File: config.mk
export PLATFORM = sky130hd
export DESIGN_NAME = log_mult_arbiter_flat
export DESIGN_NICKNAME = d
export VERILOG_FILES = /design/src/rtl/log_mult_arbiter_if.sv /design/src/rtl/log_mult_arbiter.sv /design/src/flat_wrapper.sv
export SDC_FILE = /design/constraint.sdc
export NUM_CORES = 1
export LEC_CHECK = 0
export ABC_AREA = 1
export CAP_MARGIN = 10
export CORE_UTILIZATION = 42
export DETAILED_ROUTE_END_ITERATION = 6
export GPL_TIMING_DRIVEN = 0
export PLACE_DENSITY = 0.82
export SLEW_MARGIN = 20
export SYNTH_ARGS = -nofsm -noshare
export SYNTH_HDL_FRONTEND = slang
export SYNTH_SLANG_ARGS = --single-unit
File: constraint.sdc
create_clock -name clk -period 2.3 [get_ports clk]
set_input_delay 0.46 -clock clk [delete_from_list [all_inputs] [get_ports clk]]
set_output_delay 0.46 -clock clk [all_outputs]
set_load 0.005 [all_outputs]
File: src/rtl/log_mult_arbiter_if.sv
// log_mult_arbiter_if: request, multiplier and result signals of the shared log multiplier arbiter
interface log_mult_arbiter_if #(
  parameter int NUM_REQ = 4,
  parameter int WIDTH = 8,
  parameter int ID_W = 2
);
  logic [NUM_REQ-1:0] req_valid;
  logic [NUM_REQ-1:0] req_ready;
  logic [NUM_REQ*WIDTH-1:0] req_a;
  logic [NUM_REQ*WIDTH-1:0] req_b;
  logic [WIDTH-1:0] mult_a;
  logic [WIDTH-1:0] mult_b;
  logic [2*WIDTH-1:0] mult_result;
  logic out_valid;
  logic out_ready;
  logic [2*WIDTH-1:0] out_result;
  logic [ID_W-1:0] out_id;
  modport master (
    output req_valid, req_a, req_b, mult_result, out_ready,
    input req_ready, mult_a, mult_b, out_valid, out_result, out_id
  );
  modport slave (
    input req_valid, req_a, req_b, mult_result, out_ready,
    output req_ready, mult_a, mult_b, out_valid, out_result, out_id
  );
endinterface

File: src/rtl/log_mult_arbiter.sv
// log_mult_arbiter: round-robin sharing of one external log multiplier with zero-operand bypass
module log_mult_arbiter #(
  parameter int NUM_REQ = 4,
  parameter int WIDTH = 8,
  parameter int ID_W = 2
) (
  input logic clk,
  input logic rst,
  log_mult_arbiter_if.slave bus
);
  typedef enum logic [1:0] {IDLE, CALC, OUT} state_t;
  state_t state, state_n;
  logic [ID_W-1:0] rr_ptr, gnt_id, gnt, out_id;
  logic [WIDTH-1:0] op_a, op_b;
  logic [2*WIDTH-1:0] out_result;
  logic out_valid, found;
  // descending scan so the requester closest to rr_ptr is written last and wins
  always_comb begin
    found = 1'b0;
    gnt = '0;
    for (int k = NUM_REQ - 1; k >= 0; k--) begin
      if (bus.req_valid[(int'(rr_ptr) + k) % NUM_REQ]) begin
        found = 1'b1;
        gnt = ID_W'((int'(rr_ptr) + k) % NUM_REQ);
      end
    end
  end
  always_comb begin
    state_n = state;
    state_n = state == IDLE ? (found ? CALC : IDLE) :
              state == CALC ? OUT :
              (bus.out_ready ? IDLE : OUT);
  end
  always_ff @(posedge clk or posedge rst) begin
    if (rst) begin
      state <= IDLE;
      rr_ptr <= '0;
      gnt_id <= '0;
      op_a <= '0;
      op_b <= '0;
      out_result <= '0;
      out_id <= '0;
      out_valid <= 1'b0;
    end else begin
      state <= state_n;
      if (state == IDLE && found) begin
        op_a <= bus.req_a[gnt*WIDTH +: WIDTH];
        op_b <= bus.req_b[gnt*WIDTH +: WIDTH];
        gnt_id <= gnt;
      end
      if (state == CALC) begin
        out_result <= (op_a == '0 || op_b == '0) ? '0 : bus.mult_result;
        out_id <= gnt_id;
        out_valid <= 1'b1;
      end
      if (state == OUT && bus.out_ready) begin
        out_valid <= 1'b0;
        rr_ptr <= (gnt_id == ID_W'(NUM_REQ - 1)) ? '0 : gnt_id + 1'b1;
      end
    end
  end
  assign bus.req_ready = (state == IDLE && found) ? NUM_REQ'(1) << gnt : '0;
  assign bus.mult_a = op_a;
  assign bus.mult_b = op_b;
  assign bus.out_valid = out_valid;
  assign bus.out_result = out_result;
  assign bus.out_id = out_id;
endmodule
File: src/flat_wrapper.sv
// flat-port wrapper written by rule: the top's interface ports become plain ports
module log_mult_arbiter_flat 
#(
  parameter int NUM_REQ = 4,
  parameter int WIDTH = 8,
  parameter int ID_W = 2
)
  (clk, rst, bus_req_valid, bus_req_a, bus_req_b, bus_mult_result, bus_out_ready, bus_req_ready, bus_mult_a, bus_mult_b, bus_out_valid, bus_out_result, bus_out_id);
  log_mult_arbiter_if #(.NUM_REQ(NUM_REQ), .WIDTH(WIDTH), .ID_W(ID_W)) bus_i ();
  input logic clk;
  input logic rst;
  input wire logic [$bits(bus_i.req_valid)-1:0] bus_req_valid;
  input wire logic [$bits(bus_i.req_a)-1:0] bus_req_a;
  input wire logic [$bits(bus_i.req_b)-1:0] bus_req_b;
  input wire logic [$bits(bus_i.mult_result)-1:0] bus_mult_result;
  input wire logic [$bits(bus_i.out_ready)-1:0] bus_out_ready;
  output wire logic [$bits(bus_i.req_ready)-1:0] bus_req_ready;
  output wire logic [$bits(bus_i.mult_a)-1:0] bus_mult_a;
  output wire logic [$bits(bus_i.mult_b)-1:0] bus_mult_b;
  output wire logic [$bits(bus_i.out_valid)-1:0] bus_out_valid;
  output wire logic [$bits(bus_i.out_result)-1:0] bus_out_result;
  output wire logic [$bits(bus_i.out_id)-1:0] bus_out_id;
  assign bus_i.req_valid = bus_req_valid;
  assign bus_i.req_a = bus_req_a;
  assign bus_i.req_b = bus_req_b;
  assign bus_i.mult_result = bus_mult_result;
  assign bus_i.out_ready = bus_out_ready;
  assign bus_req_ready = bus_i.req_ready;
  assign bus_mult_a = bus_i.mult_a;
  assign bus_mult_b = bus_i.mult_b;
  assign bus_out_valid = bus_i.out_valid;
  assign bus_out_result = bus_i.out_result;
  assign bus_out_id = bus_i.out_id;
  log_mult_arbiter #(.NUM_REQ(NUM_REQ), .WIDTH(WIDTH), .ID_W(ID_W)) u_core (.clk(clk), .rst(rst), .bus(bus_i));
endmodule
# Word level (Yosys, flattened, before mapping)
# Cells that the tools add are included.
dict set report word_totals {
  reg_bits 41
  in_bits 87
  word_cells 63
}
dict set report op_classes {
  add_sub_neg 4
  magnitude_cmp 4
  n_eq_ne 3
  shift 3
  mux 28
  bitwise_logic 3
  reduce_logical 10
}
# op count
set op_table {}
lappend op_table {{$shiftx A32 B6 Y8} 2}
lappend op_table {{$logic_not A8 Y1} 2}
lappend op_table {{$mux W16} 1}
lappend op_table {{$mux W2} 8}
lappend op_table {{$mux W1} 14}
lappend op_table {{$lt A3 B4 Y1 const B} 3}
lappend op_table {{$bmux W1 S2} 4}
lappend op_table {{$reduce_or A2 Y1} 3}
lappend op_table {{$add A2 B1 Y2 const B} 2}
lappend op_table {{$add A2 B2 Y2 const B} 2}
lappend op_table {{$eq A2 B2 Y1 const B} 2}
lappend op_table {{$mux W4} 1}
lappend op_table {{$shl A1 B2 Y4 const A} 1}
lappend op_table {{$and A1 B1 Y1 const A} 3}
lappend op_table {{$lt A2 B3 Y1 const B} 1}
lappend op_table {{$eq A2 B1 Y1 const B} 1}
lappend op_table {{$logic_and A1 B1 Y1} 2}
lappend op_table {{$logic_not A2 Y1} 1}
lappend op_table {{$reduce_bool A2 Y1} 1}
lappend op_table {{$logic_or A1 B1 Y1} 1}

# Longest topological paths before layout
dict set report depth {
  word_depth 12
  ltp_mapped 16
}

# Worst setup path after synthesis
# No wires, ideal clock.
dict set report synth_timing {
  path_type {reg-to-output}
  startpoint {reg u_core.rr_ptr[0]}
  endpoint {out bus_req_ready[1]}
  arrival_ps 1578
  required_time_ps 1840
  path_slack_ps 262
  stages_incl_launch_ff 12
  path_buffers 2
  cell_sequence {dfrtp_1 -> buf_6 -> nand2_1 -> nand3_2 -> nand2_1 -> nor2_1 -> nand2_1 -> nand2_2 -> a21oi_4 -> buf_6 -> inv_1 -> a21oi_1}
}
dict set report synth_via {
  elab_chain_cells 10
}
# element line_no
set synth_rtl {}
lappend synth_rtl {{start: declaration} log_mult_arbiter.sv:13} ;# logic [ID_W-1:0] rr_ptr, gnt_id, gnt, out_id;
lappend synth_rtl {{start signal: assignment} log_mult_arbiter.sv:58} ;# rr_ptr <= (gnt_id == ID_W'(NUM_REQ - 1)) ? '0 : gnt_id + 1'b1;
lappend synth_rtl {{$add A2 B2 Y2} {log_mult_arbiter.sv:22, log_mult_arbiter.sv:24}}
lappend synth_rtl {{$bmux W1 S2} log_mult_arbiter.sv:22} ;# if (bus.req_valid[(int'(rr_ptr) + k) % NUM_REQ]) begin
lappend synth_rtl {{$mux W1 (implied by the code) (2 in series)} log_mult_arbiter.sv:22}
lappend synth_rtl {{$mux W2 or $mux W1 (tied branches) (4 in series)} log_mult_arbiter.sv:22}
lappend synth_rtl {{$shl A1 B2 Y4 or $logic_and A1 B1 Y1 (tied branches)} log_mult_arbiter.sv:62} ;# assign bus.req_ready = (state == IDLE && found) ? NUM_REQ'(1) << gnt : '0;
lappend synth_rtl {{$mux W4 (*)} log_mult_arbiter.sv:62}
lappend synth_rtl {{end: declaration} flat_wrapper.sv:17} ;# output wire logic [$bits(bus_i.req_ready)-1:0] bus_req_ready;
# Mark *: on every way between the ends. The rest lies on a longest branch, timed or not. The select of a mux whose other input is x is not followed.

# Final worst setup path
# Ends and elaborated chain as after synthesis.

==> reports/qor.csv <==
stage;metric;value;unit
timing;Period minus WS final;2450;ps
die;number of top-level design ports;126;
timing;crit share post-route;107;%
clock_tree;clock tree from TritonCTS;done;
clock_tree;total number of clock tree sinks;41;
drt;Detailed Route WL;9160;um
placement;count of input and output buffers;125;
timing;endpoints failing hold;0;
synth;fraction of the yosys area taken by sequential cells;38.2;%
clock_tree;Max clock buf depth;2;
setup_path;Critical Path Sink Type;output port;
synth;flop and latch count out of synthesis;41;
clock_tree;cts hold-fix bufs;0;
setup_path;crit-path most repeated cell;nand2_2;
setup_path;worst stage delay on the critical path;400;ps
layout;Layout Cells excl Fill;634;
hold_path;classification of the worst-slack hold path;in -> async;
grt;vias in the first global route;3182;
layout;number of antenna cells inserted;0;
drt;Routed wire per std cell;14.4;um
placement;Post-DP Area;4050;sq um
layout;area overhead of the layout relative to synthesis;65.9;%
layout;final core area utilization;73.9;%
die;area of the core region;6030;sq um
timing;max-slew violation count;0;
drt;via density per instance;5.09;
setup_path;CP Class;reg -> out;
synth;synthesized netlist cell count;408;
grt;maximum number of pins on one net before global-route repair;36;
power;Peak supply drop;1120;uV
flow_run;number of maximum-capacitance violations;0;
timing;unrepaired setup endpoints after global routing;true;
clock_tree;clock slew at reported path FFs;70;ps
synth;Netlist Area Pre-Place;2680;sq um
layout;multi-input combinational cell area;1440;sq um
timing;Clock Skews;4.22;ps
synth;Warnings, synthesis;0;
setup_path;cell with the biggest individual delay on the critical path;dfrtp_1;
outcome;status;finished with violations;
layout;Sequential cell area;1030;sq um
grt;antenna violations before repair;0;
placement;placed cell count;609;
die;effective utilization at floorplan;44.5;%
setup_path;Required @ worst endpoint;1840;ps
drt;Starting DRT DRC Count;158;
drt;number of routed nets with antenna violations;0;
power;total design power;6.59;mW
die;Total Die Area;6710;sq um
clock_tree;clock latency on the worst-skew pair;280;ps
die;y dimension of the die;81.9;um
layout;count of nets after finishing;647;
layout;fraction of final layout cells sized beyond drive strength 1;16.6;%
clock_tree;CTS Root Buffer Type;clkbuf_8;
grt;Remaining Overflow, GRT;0;
die;Site Rows;28;
timing;Slew @ Worst Pin;605;ps
layout;fillcell total;483;
drt;number of optimization iterations in the first detailed-route pass;5;
outcome;violations in the final reports;negative setup slack;
timing;crit path setup slack, layout;-152;ps
synth;library cells used by synthesis;23;
power;static leakage power;2.33;nW
power;ratio of total power to cell area;1480;nW/um^2
timing;FMAX;408;MHz
die;chip width;81.9;um
layout;Final Cell Area;4450;sq um
setup_path;number of buffers and inverters on the critical path;5;
timing;number of endpoints failing setup at the final stage;4;
placement;routability-driven placement congestion ratio;0.848;
grt;Overall Global Routing Usage;28.1;%
setup_path;Top Family by Delay on Critical Path;simple AND/OR/NAND/NOR gates;
timing;worst slew slack as a fraction of its limit;59.7;%
drt;remaining routing DRC violations;0;
setup_path;data arrival time of the worst path;1990;ps
drt;via total after detailed routing;3226;
grt;wire length of the first global-routing pass;14400;um
setup_path;highest fanout seen on the critical path;6;
synth;syn_area_per_cell;6.57;sq um
synth;Post-Synthesis Net Count;496;
setup_path;cell-by-cell trace of the critical path;buf_6 > inv_8 > nand2_1 > nand2_2 > nand2_2 > nand2_4 > nor2_1 > nand2_1 > nand2_2 > a21oi_4 > buf_8 > inv_4 > a21oi_2 > buf_2;
clock_tree;number of levels the H-tree was split into;2;
setup_path;Startpoint Class;register;
clock_tree;number of clock buffers inserted by TritonCTS;5;
placement;HPWL after detailed placement;6410;um
## path summary, 6_finish.rpt
path                            cells past startpoint                     start  slack [ps]                  endpoint
worst max-delay path                               14          u_core.rr_ptr[0]        -150          bus_req_ready[1]
worst min-delay path                                2                       rst         380  u_core.bus.out_result[8]
worst max register to register                     16          u_core.rr_ptr[0]         100      u_core.bus.mult_a[1]
worst min register to register                      2  u_core.bus.out_result[4]         480  u_core.bus.out_result[4]
max in group asynchronous                           3                       rst        1490          u_core.rr_ptr[1]
min in group clk                                    2  u_core.bus.out_result[4]         480  u_core.bus.out_result[4]
## layer usage
metal	part of all wire (%)	track usage, %	vias up	routed length, um
li1	-	-	1559	-
met1	40	34.5	1498	3650
met2	51	48.3	143	4630
met3	7.0	4.56	26	643
met4	2.6	12.3	0	236
met5	0	0	-	0
## placed cells by master (no fill, tap or decap), types with 5 or more instances in the layout
cell             netlist  final
nand2_1              161    143
clkdlybuf4s50_1        0    117
nand3_1               78     74
inv_1                 61     59
dfrtp_1               41     40
buf_4                  3     19
nand2_2                6     15
nand3_2               10     12
nor2_1                11     11
nand2_4                1      9
buf_2                  9      9
clkbuf_8               0      6
clkbuf_1               4      5
## power by group
group          internal, mW  switching, mW
sequential             1.09          0.262
combinational          2.13           2.64
clock                 0.238          0.227
total                  3.46           3.13
## flip-flops by register name, summed over array words and instances, names as in the netlist
signal,cells
u_core.bus.mult_a,8
u_core.bus.mult_b,8
u_core.bus.out_id,2
u_core.bus.out_result,16
u_core.bus.out_valid,1
u_core.gnt_id,2
u_core.rr_ptr,2
u_core.state,2
## metrics by stage
stage / hold WS, ps / setup slack [ps] / setup TNS [ps]
after floorplan: 461 / 262 / 0
after global routing: 386 / -250 / -868
after global placement: 459 / -909 / -4720
final: 382 / -152 / -445
after CTS: 381 / -95.8 / -198
after detailed placement: 467 / -934 / -5230
## synthesized netlist by cell type
cell | n | share of area [%]
dfrtp_1 | 41 | 38
clkinv_1 | 1 | 0.14
nor3_1 | 1 | 0.19
a21oi_4 | 1 | 0.61
buf_6 | 3 | 1.3
nand2_4 | 1 | 0.42
o31ai_1 | 1 | 0.28
nor2_1 | 11 | 1.5
a21oi_1 | 4 | 0.75
nand3_2 | 10 | 3.7
nand2_2 | 6 | 1.4
buf_2 | 9 | 1.7
inv_2 | 2 | 0.28
nand2_1 | 161 | 23
a22oi_1 | 1 | 0.28
buf_4 | 3 | 0.84
inv_4 | 1 | 0.23
inv_1 | 61 | 8.5
o21ai_0 | 3 | 0.56
nand3_1 | 78 | 15
nor4_1 | 4 | 0.93
clkbuf_1 | 4 | 0.56
ha_1 | 1 | 0.47
## kinds of logic (layout without fill, tap and decap cells)
family | count (synthesis) | in the layout | share of synthesized area, %
AO/OA/AOI/OAI | 10 | 10 | 2.47
AND/OR/NAND/NOR | 272 | 272 | 45.3
adder cells (fa/ha/maj) | 1 | 1 | 0.466
buffers and inverters | 84 | 235 | 13.5
flip-flops | 41 | 41 | 38.2
## layout make-up
class	count	share of cell area [%]
Inverter	65	5.88
Multi-Input combinational cell	283	32.4
Clock buffer	7	1.94
Sequential cell	41	23.1
Tap cell	75	2.11
Timing Repair Buffer	147	31.7
Buffer	16	2.92
## timing repair
item                       in CTS  in global routing
gates cloned                    1                  0
buffers inserted               17                  3
resized for setup              64                 12
pin swaps                      14                  8
setup endpoints to repair       4                 20
(Power assumes the default switching activity.)
